### src/rtl/rr_arbiter_n.sv
// rtl/rr_arbiter_n.sv - N-way round-robin arbiter with ack handshake, sweep-release pulse and hold timeout
// A release picks the next candidate from the requesters above the served index, wrapping on sweep end.
module rr_arbiter_n #(
    parameter int N        = 4,
    parameter int AW       = $clog2(N),
    parameter int HOLD_MAX = 0
) (
    input  logic          clk,
    input  logic          reset_n,
    input  logic          enable,
    input  logic [N-1:0]  req_i,
    input  logic          ack_i,
    output logic [N-1:0]  gnt_o,
    output logic          valid_o,
    output logic [AW-1:0] add_o,
    output logic          grp_release_o,
    output logic          timeout_o
);

    localparam int HW = (HOLD_MAX > 0) ? $clog2(HOLD_MAX + 1) : 1;

    typedef enum logic {IDLE, GRANT} state_t;

    state_t          state_q, state_d;
    logic [N-1:0]    mask_q, mask_d;
    logic [N-1:0]    gnt_q, gnt_d;
    logic [AW-1:0]   add_q, add_d;
    logic [HW-1:0]   hold_q, hold_d;
    logic            valid_q, valid_d;
    logic            grp_q, grp_d;
    logic            to_q, to_d;

    logic [N-1:0]    nxt_mask, sel_mask, masked;
    logic [AW-1:0]   cand_idx;
    logic [N-1:0]    cand_onehot;
    logic            cand_any, sweep_end;
    logic            to_hit, rel_ack, rel_to, release_ev;

    function automatic logic [AW-1:0] lowest(input logic [N-1:0] v);
        logic [AW-1:0] r;
        r = '0;
        for (int i = N - 1; i >= 0; i--) begin
            if (v[i]) r = AW'(i);
        end
        return r;
    endfunction

    // Candidate search is shared by the idle grant and the zero-bubble handover on release.
    always_comb begin
        nxt_mask = '0;
        for (int i = 0; i < N; i++) begin
            nxt_mask[i] = (32'(i) > 32'(add_q));
        end
        sel_mask    = (state_q == IDLE) ? mask_q : nxt_mask;
        masked      = req_i & sel_mask;
        cand_any    = |req_i;
        cand_idx    = (|masked) ? lowest(masked) : lowest(req_i);
        cand_onehot = {{(N-1){1'b0}}, 1'b1} << cand_idx;
        sweep_end   = ~|(req_i & nxt_mask);
        to_hit      = (HOLD_MAX != 0) && (hold_q == HW'(HOLD_MAX - 1));
        rel_ack     = (state_q == GRANT) && enable && ack_i;
        rel_to      = (state_q == GRANT) && enable && !ack_i && to_hit;
        release_ev  = rel_ack || rel_to;
    end

    always_ff @(posedge clk or negedge reset_n) begin
        if (!reset_n) begin
            state_q <= IDLE;
            mask_q  <= '1;
            gnt_q   <= '0;
            add_q   <= '0;
            hold_q  <= '0;
            valid_q <= 1'b0;
            grp_q   <= 1'b0;
            to_q    <= 1'b0;
        end else begin
            state_q <= state_d;
            mask_q  <= mask_d;
            gnt_q   <= gnt_d;
            add_q   <= add_d;
            hold_q  <= hold_d;
            valid_q <= valid_d;
            grp_q   <= grp_d;
            to_q    <= to_d;
        end
    end

    always_comb begin
        state_d = state_q;
        case (state_q)
            IDLE:    if (enable && cand_any) state_d = GRANT;
            GRANT:   if (release_ev && !cand_any) state_d = IDLE;
            default: state_d = IDLE;
        endcase
    end

    always_comb begin
        mask_d = mask_q;
        gnt_d  = gnt_q;
        add_d  = add_q;
        hold_d = hold_q;
        grp_d  = 1'b0;
        to_d   = 1'b0;
        if (state_q == IDLE) begin
            if (enable && cand_any) begin
                gnt_d  = cand_onehot;
                add_d  = cand_idx;
                hold_d = '0;
            end
        end else if (release_ev) begin
            mask_d = sweep_end ? '1 : nxt_mask;
            grp_d  = sweep_end;
            to_d   = rel_to;
            hold_d = '0;
            gnt_d  = cand_any ? cand_onehot : '0;
            add_d  = cand_any ? cand_idx : '0;
        end else if (enable) begin
            hold_d = hold_q + 1'b1;
        end
        valid_d = |gnt_d;
    end

    assign gnt_o         = gnt_q;
    assign valid_o       = valid_q;
    assign add_o         = add_q;
    assign grp_release_o = grp_q;
    assign timeout_o     = to_q;

endmodule
### config.mk
export PLATFORM = sky130hd
export DESIGN_NAME = rr_arbiter_n
export DESIGN_NICKNAME = d
export VERILOG_FILES = /design/src/rtl/rr_arbiter_n.sv
export SDC_FILE = /design/constraint.sdc
export NUM_CORES = 1
export LEC_CHECK = 0
export CAP_MARGIN = 20
export CORE_MARGIN = 3
export CORE_UTILIZATION = 49
export DETAILED_ROUTE_END_ITERATION = 10
export PLACE_DENSITY = 0.89
export RECOVER_POWER = 100
export SLEW_MARGIN = 20
export SYNTH_ARGS = -nofsm -noshare
export SYNTH_HDL_FRONTEND = slang
export SYNTH_SLANG_ARGS = --single-unit
### constraint.sdc
create_clock -name clk -period 2.06 [get_ports clk]
set_input_delay 0.206 -clock clk [delete_from_list [all_inputs] [get_ports clk]]
set_output_delay 0.206 -clock clk [all_outputs]
set_load 0.005 [all_outputs]
After elaboration in Yosys (flattened, before gate mapping)

Index checks and enable logic that the tools add are counted.

Reductions and logical operators: 13
Multiplexer cells: 24
Eq/ne operators: 1
Bitwise logic cells: 3
Shift-type cells: 1
$lt $le $gt $ge: 3

Operators with widths:

| kind                  | number |
|---|---|
| $mux W2               | 13 |
| $mux W4               | 6 |
| $reduce_or A4 Y1      | 4 |
| $and A4 B4 Y4         | 2 |
| $gt A2 B2 Y1 const A  | 2 |
| $logic_and A1 B1 Y1   | 4 |
| $mux W1               | 4 |
| $reduce_and A2 Y1     | 2 |
| $shl A1 B2 Y4 const A | 1 |
| $gt A1 B2 Y1 const A  | 1 |
| $logic_not A1 Y1      | 2 |
| $ne A2 B1 Y1 const B  | 1 |
| $pmux W1 S2           | 1 |
| $reduce_bool A2 Y1    | 1 |
| $not A1 Y1            | 1 |

Output and inout port bits: 9
Input port bits: 8
Bits in registers: 13
Logic and storage cells: 51

Longest topological paths before layout

Gate-level depths: netlist (run 1).

Depth after elaboration: 13
Depth in mapped cells: 6
Gate-level depth less buffers: 5

Least setup slack after synthesis (run 1)

OpenSTA, ideal clock, no wires.

Path kind: reg2reg
Start point: register state_q
End point: register gnt_q[3] (netlist: gnt_o[3])
Period minus slack after synthesis: 1411 ps
Data required time: 1938 ps
Setup time: 122 ps
Data arrival time: 1289 ps
Cell stages (with the launch flop): 6
Slack: 649 ps
Buffers on the path: 1
Cells stage by stage: dfrtp_1 > buf_2 > o211ai_1 > a21boi_0 > o22a_2 > a32o_1

Cells in the longest elaborated chain, start to end: 11
Elaborated cells between the ends (all ways): 15
Classes of those cells: shift: 1; mux: 10; bitwise: 1; reduce/logical: 3

Ends and longest elaborated chain:

| element                | line | text |
|---|---|---|
| from (decl)            | 24   | `state_t state_q, state_d;` |
| from (signal assigned) | 77   | `state_q <= state_d;` |
| $mux W4                | 54   | `sel_mask = (state_q == IDLE) ? mask_q : nxt_mask;` |
| $and A4 B4 Y4          | 55   | `masked = req_i & sel_mask;` |
| $mux W2 (4 in a row)   | 43   | `if (v[i]) r = AW'(i);` |
| $mux W2                | 57   | `cand_idx = (\|masked) ? lowest(masked) : lowest(req_i);` |
| $shl A1 B2 Y4          | 58   | `cand_onehot = {{(N-1){1'b0}}, 1'b1} << cand_idx;` |
| $mux W4                | 115  | `gnt_d = cand_any ? cand_onehot : '0;` |
| $mux W4                | 110  | `end else if (release_ev) begin` |
| $mux W4 *              | 104  | `if (state_q == IDLE) begin` |
| named net gnt_d[3]     | 26   | `logic [N-1:0] gnt_q, gnt_d;` |
| to (signal assigned)   | 79   | `gnt_q <= gnt_d;` |
| to (decl)              | 26   |  |

Mark *: on every way through the listed nets, which the timed path passes. The rest lies on a longest branch.
A chain may end at the register's enable or synchronous reset.

Worst setup path in the final report (run 1)

Start point: input req_i[3]
End point: register gnt_q[1] (netlist: gnt_o[1])

Cells in the longest elaborated chain, start to end: 10
Elaborated cells between the ends (all ways): 18
Classes of those cells: shift: 1; mux: 13; bitwise: 1; reduce/logical: 3

Ends and longest elaborated chain:

| element              | line | text |
|---|---|---|
| from (decl)          | 11   | `input logic [N-1:0] req_i,` |
| $and A4 B4 Y4        | 55   |  |
| $mux W2 (4 in a row) | 43   |  |
| $mux W2              | 57   |  |
| $shl A1 B2 Y4        | 58   |  |
| $mux W4              | 115  |  |
| $mux W4              | 110  |  |
| $mux W4 *            | 104  |  |
| named net gnt_d[1]   | 26   |  |

Marks and branches as above.

==> results of run 1 <==
-- state kept, by name, indices dropped and copies added, names as in the netlist --
signal         count
grp_release_o      1
valid_o            1
state_q            1
gnt_o              4
add_o              2
mask_q             4
-- per-layer routing --
| metal | routed length, um | track usage, % |
|---|---|---|
| met1 | 655 | 25.6 |
| met2 | 647 | 25.8 |
| met3 | 77 | 5.15 |
| met4 | 23 | 9.94 |
| met5 | 0 | 0 |
-- worst reg2reg max path: cells and delay by family (launching register included) --
family,cells,cell delay (ps)
and+or+nand+nor,1,180
DFF,1,500
AOI/OAI and AO/OA,4,850
-- cells by family after synthesis --
logic type	share of synthesized area (%)
DFF	51.1
AOI/OAI and AO/OA	24.2
buffers and inverters	3.67
and+or+nand+nor	20.5
other	0.580
-- final cells by class --
cell class | instances | area (um2)
multi-input cells | 49 | 289
well taps | 14 | 17.5
fillers | 104 | 339
clock buffers | 4 | 26.3
inverters | 3 | 11.3
repair buffers | 16 | 158
flip-flops and latches | 13 | 330
-- metrics by stage --
stage	std cells	hold slack (ps)	worst slack, ps
2_1_floorplan	67	-89.6	649
3_3_place_gp	95	455	174
3_5_place_dp	95	462	131
4_1_cts	99	324	405
5_1_grt	99	398	148
6_report	99	371	300
-- power by group through the flow --
stage          Clock, uW  Combinational [uW]  Sequential [uW]
6_report             159                 269              402
3_3_place_gp           0                 290              407
4_1_cts              163                 296              405
2_1_floorplan          0                 147              399
5_1_grt              181                 302              415
3_5_place_dp           0                 293              411
-- worst max path at each step --
stage / startpoint / end / slack [ps] / cells after the start
2_1_floorplan: state_q / gnt_o[3] / 650 / 5
3_3_place_gp: req_i[2] / gnt_o[1] / 170 / 5
3_5_place_dp: req_i[2] / gnt_o[1] / 130 / 5
4_1_cts: req_i[2] / gnt_o[1] / 400 / 5
5_1_grt: req_i[3] / gnt_o[2] / 150 / 6
6_report: req_i[3] / gnt_o[1] / 300 / 5
-- placed cells by master (no fill, tap or decap), types with 2 or more instances in the layout --
master           synthesis  final
o21ai_0                  3      4
nand2b_1                 2      2
dfrtp_1                  9      9
o211ai_1                 2      2
a22o_1                   2      2
inv_1                    3      3
dlygate4sd3_1            0     10
nor2_1                   4      4
nor2b_1                  4      4
clkbuf_4                 0      3
nand2_1                 13     13
clkdlybuf4s50_1          0      5
nand3_1                  2      2
a21oi_1                  2      2
dfstp_2                  4      4
==> flow_summary_export.csv, run 1 <==
group,metric,value,unit
grt,grt_antenna_before_repair,0,
grt,grt_total_usage,18.5,%
setup_path,required,2230,ps
job,timing.max_cap.violations,0,
route,via_count,562,
floorplanning,pin_count,17,
placed_design,postPlaceCellArea,810,um2
yosys,post_synth_instance_area,647,um2
min_path,hold_class,"input port to asynchronous set/reset pin",
timing,fin_crit_sh,85.4,%
power_and_ir_drop,internal_power,572,uW
yosys,synth.largest_area_cell,"dfrtp_1",
setup_path,path_class,"input port to flop",
yosys,post_synth_most_frequent_cells,"nand2_1 (13), dfrtp_1 (9), dfstp_2 (4), nor2_1 (4), nor2b_1 (4)",
yosys,synth_seq_cells,13,
final_layout,layout.cell_area.non_filler,832,um2
timing,worst_slew_margin_rel,60.0,%
setup_path,r2r_startpoint,"state_q",
clocking,cts_htree_levels,1,
timing,timing_hold_violations_final,0,
power_and_ir_drop,power.total,830,uW
clocking,cts_resized,0,
yosys,post_synthesis_async_set_or_reset_flop_share,100,%
setup_path,r2r-end,"gnt_o[3]",
placed_design,port_buffer_count,15,
yosys,synth_largest_type_area_fraction,34.8,%
route,detail_route.iter0.violations,11,
yosys,synth_most_common_cell,"nand2_1",
yosys,synth-edff-count,0,
power_and_ir_drop,ir_worst_vdd,685,uV
route,ant_nets,0,
timing,finalClockSkew,1.11,ps
power_and_ir_drop,switchingPower,258,uW
grt,grt_pass1_vias,570,
route,postRouteWirelength,1.40,mm
placed_design,last_weighted_congestion_value_of_the_routability_driven_placer,0.847,
setup_path,crit_path_end_kind,"flop",
timing,fin_setup_tns,0,ps
yosys,seq_area_frac_synth,51.1,%
timing,grt_setup_unrepaired,"false",
final_layout,finish.net_count,94,
final_layout,antenna_cells,0,
grt,grt_first_pass_wirelength,2.51,mm
clocking,cts.clk_slew.worst_paths,80,ps
grt,grt_start_max_net_pins,14,
setup_path,reg2reg_slack,470,ps
timing,maxClockFrequency,568,MHz
yosys,ys.flop_type,"dfrtp_1",
power_and_ir_drop,power.static_leakage,0.000374,uW
status,run_status,"complete, no violations",
setup_path,critical_path.startpoint_type,"input port",
floorplanning,initial_utilization,55.2,%
setup_path,arrival,1930,ps
floorplanning,die_height,42.3,um
setup_path,r2r_cells,5,
timing,slew_violations,0,
route,drt-vias-per-instance,5.68,
timing,finalSetupViolCount,0,
power_and_ir_drop,combPwrFrac,32.4,%
floorplanning,rows,12,
timing,timing_worst_slew_pin_value,598,ps
power_and_ir_drop,pwr-share-seq,48.4,%
final_layout,core_util_final,71.0,%
setup_path,slowest_delay,600,ps
floorplanning,design.core.area,0.00117,mm2
clocking,post_cts_buffers,0,
setup_path,path_cells,"dlygate4sd3_1 -> o41ai_1 -> a21oi_1 -> nor2b_1 -> a22o_1",
clocking,clock-root-buffer,"clkbuf_4",
placed_design,place_hpwl,1.00,mm
yosys,yosys_synthesis_warning_count,0,
clocking,post_cts_hold_buffer_count,0,
power_and_ir_drop,swShare,31.1,%
yosys,syn_area_per_cell,9.65,um2
route,avgRoutedWirePerCell,14.2,um
timing,finalWorstPathRequiredPeriod,1760,ps
floorplanning,fp.dieW,42.3,um
yosys,postSynthCellCount,67,
final_layout,post_route_cells_drive_above_1_share,11.8,%
clocking,clock_tree_from_tritoncts,"built",
power_and_ir_drop,power_density,998,mW/mm2
setup_path,cp.buffers_inverters,1,
yosys,syn-num-nets,75,
clocking,numCtsBuffers,3,
power_and_ir_drop,clock_power_share,19.2,%
yosys,synth.distinct_cells,29,
route,drt_drc_violations_left,0,
route,dr.pass1.iters,4,
final_layout,synthToLayoutAreaGrowth,28.6,%
yosys,synth.top_cells.by_area,"dfrtp_1 (35%), dfstp_2 (16%), nand2_1 (7.5%)",
clocking,clk-insertion-delay-late,270,ps
grt,grt_remaining_overflow,0,
floorplanning,die-area,0.00179,mm2
clocking,clock_sink_count,13,
setup_path,crit_fanout,6,
setup_path,critical_path_top_delay_cell,"dlygate4sd3_1",
clocking,cts_max_path_buffers,2,
setup_path,timing.critical_path.max_delay_family,"compound AO/OA/AOI/OAI gates",
Power figures use the tool's default switching activity.
==> run 2: changes to the inputs <==
--- a/config.mk
+++ b/config.mk
@@ -9,7 +9,7 @@
 export CORE_MARGIN = 3
 export CORE_UTILIZATION = 49
 export DETAILED_ROUTE_END_ITERATION = 10
-export PLACE_DENSITY = 0.89
+export PLACE_DENSITY = 0.81
 export RECOVER_POWER = 100
 export SLEW_MARGIN = 20
 export SYNTH_ARGS = -nofsm -noshare
==> run 2 against run 1 <==
- global-route usage down 0.73 points
- hold slack worse by 17 ps
- die area unchanged
- clock-buffer cell count unchanged
- largest power group unchanged
- utilization unchanged
- sequential power about the same
- routed wire length down 1.0%
==> flow_summary_export.csv, run 2 (synthesized netlist as in run 1, its figures left out) <==
group,metric,value,unit
final_layout,post_route_cells_drive_above_1_share,11.8,%
power_and_ir_drop,power_density,998,mW/mm2
status,run_status,"complete, no violations",
power_and_ir_drop,switchingPower,259,uW
setup_path,slowest_delay,600,ps
setup_path,critical_path_top_delay_cell,"dlygate4sd3_1",
clocking,cts_max_path_buffers,2,
grt,grt_first_pass_wirelength,2.38,mm
floorplanning,rows,12,
timing,worst_slew_margin_rel,61.3,%
route,routed_wl_met2,657,um
final_layout,finish.net_count,94,
floorplanning,die-area,0.00179,mm2
setup_path,required,2260,ps
grt,grt_total_usage,17.8,%
timing,fin_crit_sh,84.9,%
min_path,hold_class,"input port to asynchronous set/reset pin",
route,dr.pass1.iters,4,
route,maxUsedRoutingLayer,"met4",
timing,finalClockSkew,11.4,ps
placed_design,postPlaceCellArea,810,um2
power_and_ir_drop,swShare,31.2,%
setup_path,path_class,"input port to flop",
placed_design,place_hpwl,1.07,mm
grt,grt_pass1_vias,490,
placed_design,port_buffer_count,15,
clocking,clock_sink_count,13,
final_layout,synthToLayoutAreaGrowth,28.6,%
timing,finalSetupViolCount,0,
route,met3_length,84,um
clocking,cts.clk_slew.worst_paths,80,ps
clocking,numCtsBuffers,3,
final_layout,antenna_cells,0,
route,detail_route.iter0.violations,15,
job,timing.max_cap.violations,0,
timing,timing_worst_slew_pin_value,578,ps
floorplanning,pin_count,17,
clocking,post_cts_buffers,0,
clocking,clock_tree_from_tritoncts,"built",
timing,timing_hold_violations_final,0,
final_layout,final_common_cell,"nand2_1",
final_layout,layout.cell_area.non_filler,832,um2
route,drt-vias-per-instance,5.62,
floorplanning,die_height,42.3,um
setup_path,crit_fanout,7,
clocking,post_cts_hold_buffer_count,0,
grt,grt_start_max_net_pins,14,
power_and_ir_drop,internal_power,572,uW
route,avgRoutedWirePerCell,14.0,um
power_and_ir_drop,clock_power_share,19.0,%
final_layout,core_util_final,71.0,%
clocking,cts_htree_levels,1,
grt,grt_antenna_before_repair,0,
floorplanning,design.core.area,0.00117,mm2
setup_path,arrival,1940,ps
power_and_ir_drop,ir_worst_vdd,800,uV
setup_path,crit_path_end_kind,"flop",
grt,grt_remaining_overflow,0,
route,postRouteWirelength,1.39,mm
route,via_count,556,
route,ant_nets,0,
timing,maxClockFrequency,572,MHz
timing,slew_violations,0,
setup_path,path_cells,"dlygate4sd3_1 -> o41ai_1 -> buf_4 -> o21a_1 -> nand2_1 -> o21ai_0",
clocking,clk-insertion-delay-late,280,ps
final_layout,n_fill_cell,93,
timing,fin_setup_tns,0,ps
placed_design,last_weighted_congestion_value_of_the_routability_driven_placer,0.817,
timing,finalWorstPathRequiredPeriod,1750,ps
clocking,clock-root-buffer,"clkbuf_4",
timing,grt_setup_unrepaired,"false",
route,drt_drc_violations_left,0,
setup_path,critical_path.startpoint_type,"input port",
power_and_ir_drop,power.static_leakage,0.000374,uW
floorplanning,fp.dieW,42.3,um
route,routed_met1_length,630,um
power_and_ir_drop,combPwrFrac,32.8,%
final_layout,most-common-layout-cells,"nand2_1 (13), dlygate4sd3_1 (10), dfrtp_1 (9)",
floorplanning,initial_utilization,55.2,%
clocking,cts_resized,0,
power_and_ir_drop,pwr-share-seq,48.2,%
## run 2: cell counts in the layout (fill, tap and decap cells not counted)
No cell type changed its count.
## run 2: worst paths after layout
kind / slack (ps) / start / cells past startpoint / end
min: 350 / reset_n / 1 / valid_o
max reg2reg: 460 / state_q / 5 / gnt_o[3]
min in group clk: 480 / mask_q[0] / 2 / mask_q[0]
max in group asynchronous: 1310 / reset_n / 1 / mask_q[3]
max: 310 / req_i[3] / 6 / gnt_o[0]
min reg2reg: 480 / mask_q[0] / 2 / mask_q[0]
## run 2: metrics by stage
stage          total power (uW)  setup slack (ps)  hold WS [ps]  cells
4_1_cts                     867               434           311     99
3_5_place_dp                707               166           475     95
2_1_floorplan               546               649         -89.6     67
6_report                    831               312           354     99
5_1_grt                     889               187           402     99
3_3_place_gp                701               182           459     95
## run 2: final cells by class
class	count	area (um2)	area share [%]
sequential	13	330	39.7
multi-input combinational	49	289	34.7
timing repair buffer	16	158	18.9
clock buffer	4	26.3	3.16
tap	14	17.5	2.11
inverter	3	11.3	1.35
## run 2: metal layers
layer	GRT usage, %	vias to the layer above
met4	7.45	0
met5	0	-
met2	26.1	15
li1	-	273
met3	4.29	2
met1	24.7	266
## run 2: power by group through the flow
stage | clock [uW] | combinational [uW] | sequential [uW]
global route | 176 | 301 | 412
finish | 158 | 272 | 400
detailed placement | 0 | 298 | 408
CTS | 164 | 300 | 404
floorplan | 0 | 147 | 399
global placement | 0 | 291 | 409
## run 2: critical path: cells and delay by family
kind / cells / cell delay, ps
buffers and inverters: 2 / 800
AOI/OAI and AO/OA: 3 / 860
and+or+nand+nor: 1 / 80
==> RTL change, RTL diff (flow settings as in run 1) <==
Register the output `timeout_o` once more, with the module's reset; this adds one clock of latency there. The other outputs are not delayed to match.
--- a/src/rtl/rr_arbiter_n.sv
+++ b/src/rtl/rr_arbiter_n.sv
@@ -124,6 +124,12 @@
     assign valid_o       = valid_q;
     assign add_o         = add_q;
     assign grp_release_o = grp_q;
-    assign timeout_o     = to_q;
+    always_ff @(posedge clk or negedge reset_n) begin
+        if (!reset_n) begin
+            timeout_o <= '0;
+        end else begin
+            timeout_o <= to_q;
+        end
+    end
 
 endmodule
Behaviour: unchanged (Yosys induction, for registers that start in step).
==> RTL change against run 1 <==
Sequential cell count is the same; synthesized area grew 7.0%; routed wire length grew 2.7%; final cell count shrank 1.0%; worst setup slack gained 120 ps; cell area grew 2.4%; power shrank 0.17%; via count shrank 2.8%; highest routed layer is now met3.
==> RTL change: results <==
INSERT INTO impl_metrics (metric_group, metric, value, unit) VALUES
('synth', 'synth.top_cells.by_count', '11 x nand2_1, 9 x dfrtp_1, 4 x dfstp_2, 4 x inv_1', ''),
('synth', 'number_of_distinct_standard_cells_referenced_by_the_synthesized_netlist', '35', ''),
('routing', 'total_routed_length', '1440', 'um'),
('critical_path', 'cp.arrival', '1800', 'ps'),
('power', 'vdd.ir_drop.worst', '0.672', 'mV'),
('global_route', 'grtUsageTotal', '0.165', ''),
('synth', 'synth_nets', '76', ''),
('status', 'run_status', 'finished clean', ''),
('layout', 'n_fill_cell', '98', ''),
('global_route', 'grt_first_pass_wirelength', '2340', 'um'),
('critical_path', 'critPathMaxStageDelay', '500', 'ps'),
('sta', 'max_slew_margin', '0.619', ''),
('sta', 'clock_skews', '6.13', 'ps'),
('global_route', 'grt_util_met1', '0.225', ''),
('synth', 'syn-instance-count', '68', ''),
('routing', 'detailroute.via_count', '546', ''),
('power', 'p_sw_frac', '0.313', ''),
('routing', 'routed-wl-met2', '736', 'um'),
('global_route', 'gr-usage-met2', '0.267', ''),
('routing', 'wl_met1', '627', 'um');
## RTL change: through the flow
step | hold slack (ps) | area, sq um
floorplan | -89.6 | 692
global placement | 456 | 830
detailed placement | 464 | 830
CTS | 327 | 856
global route | 391 | 852
finish | 368 | 852
## RTL change: path summary, 6_finish.rpt
kind / start / endpoint / slack [ps] / cells after the start
min: reset_n / valid_o / 370 / 1
min reg2reg: mask_q[0] / mask_q[0] / 470 / 2
max: state_q / gnt_o[3] / 420 / 5
max in group asynchronous: reset_n / mask_q[0] / 1310 / 1
min in group clk: mask_q[0] / mask_q[0] / 470 / 2
max reg2reg: state_q / gnt_o[3] / 420 / 5
## RTL change: kinds of logic (layout without fill, tap and decap cells)
| kind of cell | after synthesis | in the layout | share of synthesized area |
|---|---|---|---|
| compound gates | 24 | 24 | 0.289 |
| simple gates | 23 | 23 | 0.163 |
| flops | 13 | 13 | 0.477 |
| buf+inv | 7 | 23 | 0.0651 |
| other cells | 1 | 1 | 0.00542 |
## RTL change: final cells by class
class	count	share of cell area
inverters	4	0.0176
multi-input cells	48	0.367
flip-flops and latches	13	0.388
well taps	14	0.0206
repair buffers	15	0.176
clock buffers	4	0.0308
## RTL change: worst max-delay path, delay by kind of cell, from the launching register on
| family | cells | cell delay, ps |
|---|---|---|
| AOI/OAI and AO/OA | 5 | 1040 |
| DFF | 1 | 500 |
## RTL change: power by group through the flow
stage / Combinational (mW) / Clock (mW) / Sequential (mW)
6_report: 0.275 / 0.147 / 0.406
3_3_place_gp: 0.289 / 0 / 0.411
3_5_place_dp: 0.297 / 0 / 0.415
4_1_cts: 0.299 / 0.155 / 0.410
5_1_grt: 0.301 / 0.168 / 0.420
2_1_floorplan: 0.173 / 0 / 0.394
